**config.mk**
```make
export PLATFORM = sky130hd
export DESIGN_NAME = fb_page_streamer_flat
export DESIGN_NICKNAME = d
export VERILOG_FILES = /design/src/rtl/fb_page_streamer_if.sv /design/src/rtl/fb_page_streamer.sv /design/src/flat_wrapper.sv
export SDC_FILE = /design/constraint.sdc
export NUM_CORES = 1
export LEC_CHECK = 0
export ABC_CLOCK_PERIOD_IN_PS = 1600
export CAP_MARGIN = 20
export CORE_MARGIN = 2
export CORE_UTILIZATION = 36
export DETAILED_ROUTE_END_ITERATION = 12
export PLACE_DENSITY = 0.75
export SLEW_MARGIN = 25
export SYNTH_ARGS = -nofsm -noshare
export SYNTH_HDL_FRONTEND = slang
export SYNTH_SLANG_ARGS = --single-unit
```
**constraint.sdc**
```tcl
create_clock -name clk -period 1.6 [get_ports clk]
set_clock_uncertainty 0.2 [all_clocks]
set_input_delay 0.4 -clock clk [delete_from_list [all_inputs] [get_ports clk]]
set_output_delay 0.4 -clock clk [all_outputs]
set_load 0.05 [all_outputs]
```
**src/rtl/fb_page_streamer_if.sv**
```systemverilog
// Byte stream from the page streamer to the I2C byte transmitter.
// master = streamer side, slave = consumer side.
interface fb_page_streamer_if;
  logic [7:0] out_data;
  logic       out_valid;
  logic       out_ready;
  logic       out_first;
  logic       out_last;

  modport master (
    output out_data,
    output out_valid,
    output out_first,
    output out_last,
    input  out_ready
  );

  modport slave (
    input  out_data,
    input  out_valid,
    input  out_first,
    input  out_last,
    output out_ready
  );
endinterface

```
**src/rtl/fb_page_streamer.sv**
```systemverilog
// Reads the 128x64 column frame buffer and streams SSD1306 page bytes (page-major).
// Optional vertical flip of the panel is enabled by defining FB_VFLIP_EN.
module fb_page_streamer #(
  parameter int NUM_COLS   = 128,
  parameter int NUM_PAGES  = 8,
  parameter int CONTINUOUS = 0
) (
  input  logic               clk,
  input  logic               rst,
  input  logic               start,
  output logic               busy,
  output logic [6:0]         fb_col_r_sel,
  input  logic [63:0]        fb_col_r_data,
  output logic               frame_done,
  fb_page_streamer_if.master stream
);

  typedef enum logic [2:0] {
    ST_IDLE,
    ST_FETCH,
    ST_WAIT,
    ST_HOLD,
    ST_DONE
  } state_t;

  localparam logic [6:0] LAST_COL   = 7'(NUM_COLS - 1);
  localparam logic [2:0] LAST_PAGE  = 3'(NUM_PAGES - 1);
  localparam bit         AUTO_START = (CONTINUOUS != 0);

  state_t     state, state_d;
  logic [2:0] page, page_d;
  logic [6:0] col, col_d;
  logic [7:0] data_q, data_d;
  logic       valid_q, valid_d;
  logic       first_q, first_d;
  logic       last_q, last_d;
  logic       busy_q, busy_d;
  logic       done_q, done_d;
  logic [7:0] page_byte;
  logic       is_last;

  assign is_last = (page == LAST_PAGE) && (col == LAST_COL);

`ifdef FB_VFLIP_EN
  // Flipped panel: mirror page order and reverse the bit order inside each byte.
  logic [2:0] src_page;
  logic [7:0] raw_byte;

  always_comb begin
    src_page  = LAST_PAGE - page;
    raw_byte  = fb_col_r_data[{src_page, 3'b000} +: 8];
    page_byte = '0;
    for (int i = 0; i < 8; i++) begin
      page_byte[i] = raw_byte[7-i];
    end
  end
`else
  assign page_byte = fb_col_r_data[{page, 3'b000} +: 8];
`endif

  // col feeds the read port directly, so the address settles on entry to FETCH
  // and the registered read data is ready by the end of WAIT.
  assign fb_col_r_sel     = col;
  assign busy             = busy_q;
  assign frame_done       = done_q;
  assign stream.out_data  = data_q;
  assign stream.out_valid = valid_q;
  assign stream.out_first = first_q;
  assign stream.out_last  = last_q;

  always_comb begin
    state_d = state;
    page_d  = page;
    col_d   = col;
    data_d  = data_q;
    valid_d = valid_q;
    first_d = first_q;
    last_d  = last_q;
    busy_d  = busy_q;
    done_d  = 1'b0;

    case (state)
      ST_IDLE: begin
        if (start || AUTO_START) begin
          page_d  = '0;
          col_d   = '0;
          busy_d  = 1'b1;
          state_d = ST_FETCH;
        end
      end

      ST_FETCH: begin
        state_d = ST_WAIT;
      end

      ST_WAIT: begin
        data_d  = page_byte;
        valid_d = 1'b1;
        first_d = (page == 3'd0) && (col == 7'd0);
        last_d  = is_last;
        state_d = ST_HOLD;
      end

      ST_HOLD: begin
        if (stream.out_ready) begin
          valid_d = 1'b0;
          first_d = 1'b0;
          last_d  = 1'b0;
          if (is_last) begin
            done_d  = 1'b1;
            busy_d  = 1'b0;
            state_d = ST_DONE;
          end else begin
            if (col == LAST_COL) begin
              col_d  = '0;
              page_d = page + 3'd1;
            end else begin
              col_d = col + 7'd1;
            end
            state_d = ST_FETCH;
          end
        end
      end

      ST_DONE: begin
        state_d = ST_IDLE;
      end

      default: begin
        state_d = ST_IDLE;
      end
    endcase
  end

  always_ff @(posedge clk) begin
    if (rst) begin
      state   <= ST_IDLE;
      page    <= '0;
      col     <= '0;
      data_q  <= '0;
      valid_q <= 1'b0;
      first_q <= 1'b0;
      last_q  <= 1'b0;
      busy_q  <= 1'b0;
      done_q  <= 1'b0;
    end else begin
      state   <= state_d;
      page    <= page_d;
      col     <= col_d;
      data_q  <= data_d;
      valid_q <= valid_d;
      first_q <= first_d;
      last_q  <= last_d;
      busy_q  <= busy_d;
      done_q  <= done_d;
    end
  end

endmodule

```
**src/flat_wrapper.sv**
```systemverilog
// flat-port wrapper written by rule: the top's interface ports become plain ports
module fb_page_streamer_flat 
#(
  parameter int NUM_COLS   = 128,
  parameter int NUM_PAGES  = 8,
  parameter int CONTINUOUS = 0
)
  (clk, rst, start, busy, fb_col_r_sel, fb_col_r_data, frame_done, stream_out_data, stream_out_valid, stream_out_first, stream_out_last, stream_out_ready);
  fb_page_streamer_if stream_i ();
  input  logic clk;
  input  logic rst;
  input  logic start;
  output logic busy;
  output logic [6:0] fb_col_r_sel;
  input  logic [63:0] fb_col_r_data;
  output logic frame_done;
  output wire logic [$bits(stream_i.out_data)-1:0] stream_out_data;
  output wire logic [$bits(stream_i.out_valid)-1:0] stream_out_valid;
  output wire logic [$bits(stream_i.out_first)-1:0] stream_out_first;
  output wire logic [$bits(stream_i.out_last)-1:0] stream_out_last;
  input wire logic [$bits(stream_i.out_ready)-1:0] stream_out_ready;
  assign stream_out_data = stream_i.out_data;
  assign stream_out_valid = stream_i.out_valid;
  assign stream_out_first = stream_i.out_first;
  assign stream_out_last = stream_i.out_last;
  assign stream_i.out_ready = stream_out_ready;
  fb_page_streamer #(.NUM_COLS(NUM_COLS), .NUM_PAGES(NUM_PAGES), .CONTINUOUS(CONTINUOUS)) u_core (.clk(clk), .rst(rst), .start(start), .busy(busy), .fb_col_r_sel(fb_col_r_sel), .fb_col_r_data(fb_col_r_data), .frame_done(frame_done), .stream(stream_i));
endmodule
```
==> flow_summary.yaml <==
sta:
  period_needed_ns: 1.68
  setup_viol_count_final: 18
  relSlewSlack: 0.755
  tightestPinTransition_ns: 0.366
  fmax_mhz: 594
  finalHoldViolations: 0
  grt_setup_unrepaired: "yes"
  timing.final.crit_share: 1.05
  setup_slack_ns: -0.0837
  slew_viol_final: 0
place:
  dpl.hpwl_mm: 4.32
  place_ws_ns: -0.530
  dpl.cell_count: 323
  port-buffer-count: 87
  gp_congestion: 0.850
  place_area_um2: 3070
cells_and_area:
  design_area_um2: 3240
  area_growth_pct: 88.0
  layout.area.seq_um2: 551
  num-fill-cells: 320
  drive_gt1_frac: 0.368
  layout.nets: 351
  final_cell_mix: "65 x clkdlybuf4s50_1, 24 x buf_4, 22 x buf_12, 17 x a21oi_1, 16 x mux4_2"
  final_common_cell: "clkdlybuf4s50_1"
  layout.cells.non_filler: 331
  multi_input_area_um2: 1240
  diodes: 0
worst_setup_path:
  worst_setup_path_start_kind: "flop"
  critPathBufInv: 0
  cpMaxStageDelayCell: "dfxtp_4"
  reg2reg_setup_slack_ns: -0.08
  cp_top_family: "compound AO/OA/AOI/OAI gates"
  cp_max_fo: 8
  max_stage_delay_ns: 0.37
  regToRegStartpoint: "u_core.page[0]$_SDFFE_PP0P_"
  critPathKind: "reg2reg"
  end_kind: "flop"
  worstPathCellList: "ha_4, ha_4, nand4b_1, a21o_4, o211ai_1, mux2i_1"
  cpMostUsedCell: "ha_4"
  crit_arrival_ns: 1.64
  critPathLaunch: "u_core.page[0]$_SDFFE_PP0P_"
  cp.required_ns: 1.56
synthesis:
  syn-cell-area_um2: 1730
  syn_avg_cell_area_um2: 10.1
  synth_ff_type: "dfxtp_1"
  ys_seq_area_frac: 0.302
  synth_cell_types: 38
  synth_edf_count: 0
  synth.yosys.warnings: 0
  ys_ff_latch: 26
  async_reset_ff_frac: 0
  synth_top_area_cell: "dfxtp_1"
  synth_cells: 171
  ys_top_cells_by_area: "dfxtp_1 30%, mux4_2 21%, mux2i_1 5.8%"
  netlist.area_leader.share: 0.302
  syn_nets: 244
clocking:
  tritoncts: "built"
  cts_sinks: 26
  root_buffer: "clkbuf_8"
  htree_levels: 1
  cts_made_buffers: 3
  worstSkewPairLatency_ns: 0.26
  clk_path_buf_depth: 2
  clk_pin_slew_worst_paths_ns: 0.09
power_and_ir_drop:
  seqPwrFrac: 0.404
  p_leak_uw: 0.00115
  p_per_area_nw_per_um2: 552
  comb_power_share: 0.362
  p_int_uw: 1280
  switchingPower_uw: 507
  switching_share: 0.284
  clockPowerShare: 0.234
  ir_drop_mv: 0.308
drt:
  post_drt_wl_per_cell_um: 15.9
  drt_iter0_drc: 79
  vias_per_cell: 5.44
  firstDrtPassIters: 4
  wl_mm: 5.27
  drtAntennaViolNets: 0
  drc: 0
  dr_total_vias: 1800
min_path:
  hold_path_class: "reg2reg"
  worstHoldStart: "u_core.stream.out_valid$_SDFFE_PP0P_"
die:
  die_w_um: 73.2
  start_util: 0.370
  dieArea_um2: 5360
  rows: 25
  die_h_um: 73.2
  ios: 88
  core_um2: 4660
run_status:
  status: "complete, but fails checks"
  failed_checks: "negative setup slack"
grt:
  grt_max_degree: 19
  grt_pass1_wl_mm: 8.49
  grt_use_total: 0.204
  grt.overflow.total: 0
  antenna_found_initial: 0
  grt_pass1_vias: 1820
job:
  cap_violations: 0
[path summary, 6_finish.rpt]
check,to,cells past startpoint
worst max register to register,u_core.fb_col_r_sel[4]$_SDFFE_PP0P_,6
worst min-delay path,u_core.stream.out_valid$_SDFFE_PP0P_,2
worst min register to register,u_core.stream.out_valid$_SDFFE_PP0P_,2
worst max-delay path,u_core.fb_col_r_sel[4]$_SDFFE_PP0P_,6
[stage by stage]
step	setup TNS, ns	power, µW	hold slack (ns)	util
6_report	-0.777	1790	0.349	0.696
5_1_grt	-2.17	1880	0.373	0.696
4_1_cts	-1.24	1800	0.348	0.689
3_5_place_dp	-8.40	1380	0.333	0.659
3_3_place_gp	-7.75	1360	0.329	0.659
2_1_floorplan	-0.221	991	0.370	-
[power by group through the flow]
stage               Sequential, µW  Clock (µW)  Combinational (µW)
floorplan                      823           0                 168
global placement               738           0                 626
detailed placement             739           0                 638
CTS                            725         430                 648
global route                   729         460                 687
finish                         723         418                 648
[logic make-up (layout without fill, tap and decap cells)]
family / Yosys count / in the layout / share of synthesized area
multiplexers: 26 / 26 / 0.267
AO/OA/AOI/OAI: 51 / 51 / 0.183
AND/OR/NAND/NOR: 43 / 43 / 0.152
flip-flops: 26 / 26 / 0.302
adder cells (fa/ha/maj): 5 / 5 / 0.0363
buffers and inverters: 20 / 126 / 0.0602
[cells in the mapped netlist, types with 4 or more instances]
| cell | count |
|---|---|
| dfxtp_1 | 26 |
| a21oi_1 | 19 |
| mux4_2 | 16 |
| o21ai_0 | 16 |
| mux2i_1 | 10 |
| nor2_1 | 9 |
| inv_1 | 8 |
| nand2_1 | 7 |
| nor3_1 | 6 |
| and3_1 | 5 |
| ha_1 | 5 |
| buf_2 | 4 |
| nand3_1 | 4 |
[tightest hold or removal path, stage by stage (launching register included)]
cell	delay (ns)
dfxtp_1	0.34
a21oi_1	0.12
nor2_1	0.05
[registers in the layout (all words and copies together) (netlist names)]
| name | cells |
|---|---|
| u_core.stream.out_valid | 1 |
| u_core.fb_col_r_sel | 7 |
| u_core.frame_done | 1 |
| u_core.stream.out_first | 1 |
| u_core.state | 3 |
| u_core.stream.out_last | 1 |
| u_core.page | 3 |
| u_core.busy | 1 |
| u_core.stream.out_data | 8 |
[area by class of cell]
cell class	count	area share
repair buffers	114	0.402
multi-input cells	125	0.381
flip-flops and latches	26	0.170
well taps	54	0.0208
clock buffers	4	0.0170
inverters	8	0.00926
[per-layer routing]
| layer | wire length [µm] | vias to the layer above | GRT usage |
|---|---|---|---|
| li1 | - | 869 | - |
| met4 | 60 | 0 | 0.0556 |
| met3 | 299 | 5 | 0.0304 |
| met2 | 2930 | 78 | 0.387 |
| met1 | 1980 | 848 | 0.235 |
| met5 | 0 | - | 0 |
[repair_timing]
action,in CTS,in global routing
hold buffers,0,0
setup buffers,3,1
resized for setup,16,8
endpoints found under the setup margin,22,22
pin swaps,7,7
No activity file was read; power rests on OpenSTA's default activity.
